==> src/rtl/seg7_scan_driver.sv <==
// Multiplexed 4-digit, active-low 7-segment scan driver.
// A new value is loaded into a shadow register and only becomes visible at a frame boundary, so a frame never mixes two values.
module seg7_scan_driver #(
    parameter int unsigned SCAN_DIV = 1000
) (
    input  logic        clk,
    input  logic        rst_n,
    input  logic        load,
    input  logic [15:0] value,
    input  logic [3:0]  dp_en,
    input  logic        blank_lz,
    output logic        pending,
    output logic [3:0]  an,
    output logic [6:0]  seg,
    output logic        dp
);

    localparam logic [15:0] DIV_LAST = 16'(SCAN_DIV - 1);

    logic [15:0] presc_q, presc_d;
    logic [1:0]  idx_q, idx_d;
    logic [15:0] disp_val_q, disp_val_d;
    logic [3:0]  disp_dp_q, disp_dp_d;
    logic [15:0] pend_val_q, pend_val_d;
    logic [3:0]  pend_dp_q, pend_dp_d;
    logic        pending_q, pending_d;
    logic [3:0]  an_q, an_d;
    logic [6:0]  seg_q, seg_d;
    logic        dp_q, dp_d;

    logic        tick;
    logic        boundary;
    logic [3:0]  nibble;
    logic [3:0]  lead_zero;

    function automatic logic [6:0] hex_to_seg(input logic [3:0] h);
        logic [6:0] s;
        case (h)
            4'h0: s = 7'h40;
            4'h1: s = 7'h79;
            4'h2: s = 7'h24;
            4'h3: s = 7'h30;
            4'h4: s = 7'h19;
            4'h5: s = 7'h12;
            4'h6: s = 7'h02;
            4'h7: s = 7'h78;
            4'h8: s = 7'h00;
            4'h9: s = 7'h10;
            4'hA: s = 7'h08;
            4'hB: s = 7'h03;
            4'hC: s = 7'h46;
            4'hD: s = 7'h21;
            4'hE: s = 7'h06;
            default: s = 7'h0E;
        endcase
        return s;
    endfunction

    // Digit k is a leading zero when it and every digit to its left are zero; digit 0 always shows.
    assign lead_zero[0] = 1'b0;
    genvar gi;
    generate
        for (gi = 1; gi < 4; gi++) begin : g_lead_zero
            assign lead_zero[gi] = ~|disp_val_q[15:4*gi];
        end
    endgenerate

    always_comb begin
        tick     = (presc_q == DIV_LAST);
        boundary = tick && (idx_q == 2'd3);
        presc_d  = tick ? 16'd0 : presc_q + 16'd1;
        idx_d    = tick ? idx_q + 2'd1 : idx_q;

        pend_val_d = load ? value : pend_val_q;
        pend_dp_d  = load ? dp_en : pend_dp_q;

        disp_val_d = disp_val_q;
        disp_dp_d  = disp_dp_q;
        pending_d  = pending_q;
        if (boundary) begin
            // A load landing on the boundary bypasses the shadow and wins over an older pending value.
            if (load) begin
                disp_val_d = value;
                disp_dp_d  = dp_en;
            end else if (pending_q) begin
                disp_val_d = pend_val_q;
                disp_dp_d  = pend_dp_q;
            end
            pending_d = 1'b0;
        end else if (load) begin
            pending_d = 1'b1;
        end

        nibble = disp_val_q[{idx_q, 2'b00} +: 4];
        an_d   = ~(4'b0001 << idx_q);
        seg_d  = (blank_lz && lead_zero[idx_q]) ? 7'h7F : hex_to_seg(nibble);
        dp_d   = ~disp_dp_q[idx_q];
    end

    always_ff @(posedge clk) begin
        if (!rst_n) begin
            presc_q    <= 16'd0;
            idx_q      <= 2'd0;
            disp_val_q <= 16'd0;
            disp_dp_q  <= 4'd0;
            pend_val_q <= 16'd0;
            pend_dp_q  <= 4'd0;
            pending_q  <= 1'b0;
            an_q       <= 4'b1111;
            seg_q      <= 7'h7F;
            dp_q       <= 1'b1;
        end else begin
            presc_q    <= presc_d;
            idx_q      <= idx_d;
            disp_val_q <= disp_val_d;
            disp_dp_q  <= disp_dp_d;
            pend_val_q <= pend_val_d;
            pend_dp_q  <= pend_dp_d;
            pending_q  <= pending_d;
            an_q       <= an_d;
            seg_q      <= seg_d;
            dp_q       <= dp_d;
        end
    end

    assign pending = pending_q;
    assign an      = an_q;
    assign seg     = seg_q;
    assign dp      = dp_q;

endmodule

==> config.mk <==
export PLATFORM = sky130hd
export DESIGN_NAME = seg7_scan_driver
export DESIGN_NICKNAME = d
export VERILOG_FILES = /design/src/rtl/seg7_scan_driver.sv
export SDC_FILE = /design/constraint.sdc
export NUM_CORES = 1
export LEC_CHECK = 0
export BUFFER_PORTS_ARGS = -buffer_cell sky130_fd_sc_hd__buf_2
export CAP_MARGIN = 10
export CORE_MARGIN = 1
export CORE_UTILIZATION = 45
export DETAILED_ROUTE_END_ITERATION = 6
export SETUP_SLACK_MARGIN = 0.3
export SLEW_MARGIN = 20
export SYNTH_ARGS = -nofsm -noshare
export SYNTH_HDL_FRONTEND = slang
export SYNTH_SLANG_ARGS = --single-unit
==> constraint.sdc <==
create_clock -name clk -period 4.6 [get_ports clk]
set_clock_uncertainty 0.15 [all_clocks]
set_input_delay 0.69 -clock clk [delete_from_list [all_inputs] [get_ports clk]]
set_output_delay 0.69 -clock clk [all_outputs]
set_load 0.005 [all_outputs]
; ---- After elaboration in Yosys (flattened, before gate mapping)
; Memories as Yosys holds them, arrays and structs flattened. A register that Yosys moved wholly into a read port is not among the register bits.
; Index checks and enable logic that the tools add are counted.
[op_classes]
n_mux = 8
n_bitwise = 3
magnitude_cmp = 1
n_eq_ne = 2
n_reduce_logical = 13
shift = 2
add_sub_neg = 2
[op_table]
columns = cell, count
row1 = $mux 16, 2
row2 = $add 16x1->16 const B, 1
row3 = $eq 16x10->1 const B, 1
row4 = $shiftx 16x5->4, 1
row5 = $reduce_or 12->1, 1
row6 = $mux 4, 2
row7 = $reduce_or 8->1, 1
row8 = $reduce_or 2->1, 3
row9 = $bmux 1 s2, 2
row10 = $not 4->4, 1
row11 = $reduce_or 4->1, 1
row12 = $shl 1x2->4 const A, 1
row13 = $logic_not 1->1, 3
row14 = $lt 2x3->1 const B, 1
row15 = $add 2x1->2 const B, 1
row16 = $eq 2x2->1 const B, 1
row17 = $logic_and 1x1->1, 2
row18 = $mux 1, 2
row19 = $not 1->1, 2
row20 = $reduce_and 2->1, 1
row21 = $reduce_bool 2->1, 1
[word_totals]
out_inout_bits = 13
input_bits = 24
register_bits = 64
elab_cells = 41
n_memories = 1
romBits = 112
[memory_table]
columns = memory, words, word_bits, rd, rd_clocked_by_memory_dff, wr, line
row1 = (name not given), 16, 7, 1, 1, 0, 38  ; case (h)

; ---- Depth between registers and ports, before layout
[logic_depth]
word_depth = 6
ltp_mapped = 9
ltp_nobuf = 8

; ---- Worst setup path after synthesis
; No wires, ideal clock.
[synth_timing]
path_kind = register -> register
startpoint = register idx_q[0]
endpoint = register seg_q[0] (netlist: seg[0])
stages_incl_launch_ff = 10
t_required_ps = 4386
arrival_ps = 2238
path_buffers = 1
synth_period_minus_slack_ps = 2453
path_slack_ps = 2147
cell_sequence = dfxtp_1 buf_2 mux4_2 inv_1 ha_1 nor2b_1 a211oi_1 a211oi_1 o21ai_0 nand3_1
[synth_between]
elab_chain_len = 4
word_cells_on_any_way = 5
[synth_lines]
columns = item, line
row1 = "start, declared", 21  ; logic [1:0] idx_q, idx_d;
row2 = "start signal, assigned", 114  ; idx_q <= idx_d;
row3 = $bmux 1 s2, 96  ; seg_d = (blank_lz && lead_zero[idx_q]) ? 7'h7F : hex_to_seg(nibble);
row4 = $mux 1 (implied by the code), 96
row5 = $logic_and 1x1->1, 96
row6 = $reduce_or 2->1 (no line), -
row7 = "end, declared", 28  ; logic [6:0] seg_q, seg_d;
; Parallel ways exist; a longest one is shown, timed or not. The select of a mux whose other input is x is not followed.
; A chain may end at the register's enable or synchronous reset.

; ---- Worst setup path in the final report
; Same ends and word-level chain as after synthesis.

==> reports/metrics.csv <==
metric,value,unit
Worst Hold Class,flip-flop to flip-flop,
top cell type's share of synthesized area,45.0,%
# diodes,0,
flop and latch count out of synthesis,71,
"commonest non-fill, non-tap cell in the layout",dfxtp_1,
io pins,37,
Worst VDD drop,0.000164,V
Worst R2R Setup Slack,1.86,ns
cts bufs inserted,9,
Die ar.,0.00735,sq mm
Setup Buffers After CTS,0,
Die Span Y,85.8,um
status,completed,
CTS sink cnt,71,
Register Area,0.00142,sq mm
Final Instance Area,0.00362,sq mm
post-synth top area cell,dfxtp_1,
drt drc,0,
Final Hold Fails,0,
largest net degree at the start of global routing,43,
"Largest stage delay, worst path",0.76,ns
Hold Path End,presc_q[0],
reg2reg start,idx_q[0],
placer's final routability congestion estimate,0.795,
CP Launch Type,flip-flop,
cells after synthesis,313,
PostCTS Resize Cnt,0,
Hold Path Origin,presc_q[0],
Placed Area,0.00340,sq mm
Initial Util,46.5,%
worst path cell trace,mux4_2 -> inv_1 -> ha_1 -> nor2b_1 -> a211oi_1 -> a211oi_1 -> o21ai_0 -> nand3_1,
ranking of synthesized cells by area,"dfxtp_1 (45%), mux2i_1 (8.2%), o31ai_2 (7.9%)",
CP Capture Type,flip-flop,
Root Driver,clkbuf_8,
Antenna Violating Nets Remaining,0,
Setup TNS,0,ns
"commonest cells after routing, fill and taps aside","dfxtp_1 (71), nor2_1 (42), buf_2 (36)",
# hold bufs at CTS,0,
hpwl dp,4.06,mm
P_leak,1.41,nW
worst-margin pin slew,0.690,ns
total grt overflow,0,
power density over the cells,347,mW/mm^2
mean post-synth cell area,10.1,sq um
Max Clk Rate,364,MHz
WP data arrival,2.86,ns
Site Rows,30,
ys async rst share,0,%
CTS tree,yes,
nets@finish,378,
clock buffer depth,2,
H-tree Lvls,3,
Final min period,2.74,ns
Post-synth EDFFs,0,
CP max FO,16,
max-slew violations,0,
Hold Path Depth,1,
area of the core region,0.00679,sq mm
Worst Path Required,4.72,ns
cell mode on critical path,a211oi_1,
Layout fillers,634,
number of global-route vias before repair,2130,
Vias/cell,5.11,
Clock Latency Late Sink,0.34,ns
P&R area growth vs syn,14.7,%
Starting DRT DRC Count,125,
main flop type after synthesis,dfxtp_1,
Vias,2269,
RSZ-0062 raised after global routing,false,
Routed WL per cell,13.3,um
Yosys Warn Count,0,
period utilization,59.7,%
post-synth cell types,43,
Max transition margin,54.0,%
DRT Pass-1 Iters,4,
Reg2Reg Depth,8,
CTS clock-pin slew for the worst setup and hold paths,0.08,ns
Max Cap Viol,0,
Setup Viol. Count Final,0,
final WL,5.92,mm
Post-Synthesis Cell Area,0.00316,sq mm
ratio of cells with drive above 1 in the final layout,23.9,%
post-layout util,53.3,%
syn_nets,348,
"Seq/Total Area, Yosys",45.0,%
initial antenna violation count,0,
CP max stage cell,dfxtp_1,
Crit Path Class,flip-flop to flip-flop,
total track usage,17.9,%
IO Port Bufs,36,
die width,85.8,um
Multi-input gate area,0.00163,sq mm
R2R Path End,seg[0],
first-pass GRT wire length,10.3,mm
critical path, delay by kind of cell (launching register included):
kind | cells | cell delay [ns]
simple gates | 2 | 0.28
compound gates | 3 | 0.38
flops | 1 | 0.76
fa+ha+maj | 1 | 0.30
buf+inv | 1 | 0.13
mux | 1 | 0.67
registers in the layout, indices dropped and copies added, names as in the netlist:
| name | count |
|---|---|
| disp_dp_q | 4 |
| an | 4 |
| idx_q | 2 |
| pend_dp_q | 4 |
| disp_val_q | 16 |
| pend_val_q | 16 |
| seg | 7 |
| dp | 1 |
| presc_q | 16 |
| pending | 1 |
cell usage after synthesis, types with 2 or more instances:
| cell type | n |
|---|---|
| nor2_1 | 42 |
| mux2i_1 | 26 |
| nand4_1 | 2 |
| dfxtp_1 | 71 |
| o21ai_0 | 4 |
| nand2_1 | 16 |
| nand2b_1 | 4 |
| xor2_1 | 10 |
| o31ai_2 | 20 |
| o22ai_1 | 2 |
| mux4_2 | 5 |
| a31oi_1 | 3 |
| nand3_1 | 32 |
| o211ai_1 | 3 |
| buf_2 | 4 |
| a211oi_1 | 2 |
| nor4_1 | 3 |
| ha_1 | 11 |
| inv_1 | 8 |
| xnor2_1 | 5 |
| clkbuf_1 | 9 |
| nor3_1 | 2 |
| a21oi_1 | 3 |
| and3_1 | 4 |
| buf_1 | 4 |
final cells by class:
| class | count | area share, % |
|---|---|---|
| clock inverters | 3 | 1.80 |
| well taps | 96 | 3.32 |
| flip-flops and latches | 71 | 39.3 |
| multi-input cells | 214 | 44.9 |
| inverters | 9 | 0.933 |
| repair buffers | 38 | 5.39 |
| clock buffers | 13 | 4.39 |
worst max-delay path by stage:
stage | slack [ns] | depth (start not counted) | end | start
final | 1.86 | 8 | seg[0] | idx_q[0]
after global routing | 1.59 | 8 | seg[0] | idx_q[0]
after CTS | 1.85 | 7 | seg[0] | idx_q[0]
after detailed placement | 1.86 | 7 | seg[0] | idx_q[0]
after global placement | 1.94 | 7 | seg[0] | idx_q[0]
after floorplan | 2.15 | 9 | seg[0] | idx_q[0]
kinds of logic (layout without fill, tap and decap cells):
logic type	Yosys count	count (layout)	synth area share, %
multiplexers	32	32	12.2
XOR/XNOR	15	15	4.16
flip-flops	71	71	45.0
buffers and inverters	28	63	3.84
AO/OA/AOI/OAI	45	45	13.6
adder cells (fa/ha/maj)	11	11	4.36
AND/OR/NAND/NOR	111	111	16.8
metal layers:
layer / wire length [um] / vias to the layer above / share of wire, % / GRT usage [%]
li1: - / 1173 / - / -
met1: 2910 / 1055 / 49 / 23.7
met2: 2760 / 36 / 47 / 28.1
met3: 174 / 5 / 2.9 / 3.56
met4: 80 / 0 / 1.4 / 8.64
met5: 0 / - / 0 / 0
where the power goes:
group	internal [W]	switching (W)
sequential	0.000631	0.00000648
combinational	0.0000244	0.0000385
clock	0.000335	0.000221
total	0.000990	0.000266
stage by stage:
stage / setup WS [ns] / total power, W / hold WS, ns / std cells
2_1_floorplan: 2.15 / 0.000692 / 0.291 / 313
3_3_place_gp: 1.94 / 0.000715 / 0.307 / 428
3_5_place_dp: 1.86 / 0.000716 / 0.322 / 428
4_1_cts: 1.85 / 0.00127 / 0.334 / 444
5_1_grt: 1.59 / 0.00131 / 0.360 / 444
6_report: 1.86 / 0.00126 / 0.333 / 444
No activity file was read; power rests on OpenSTA's default activity.
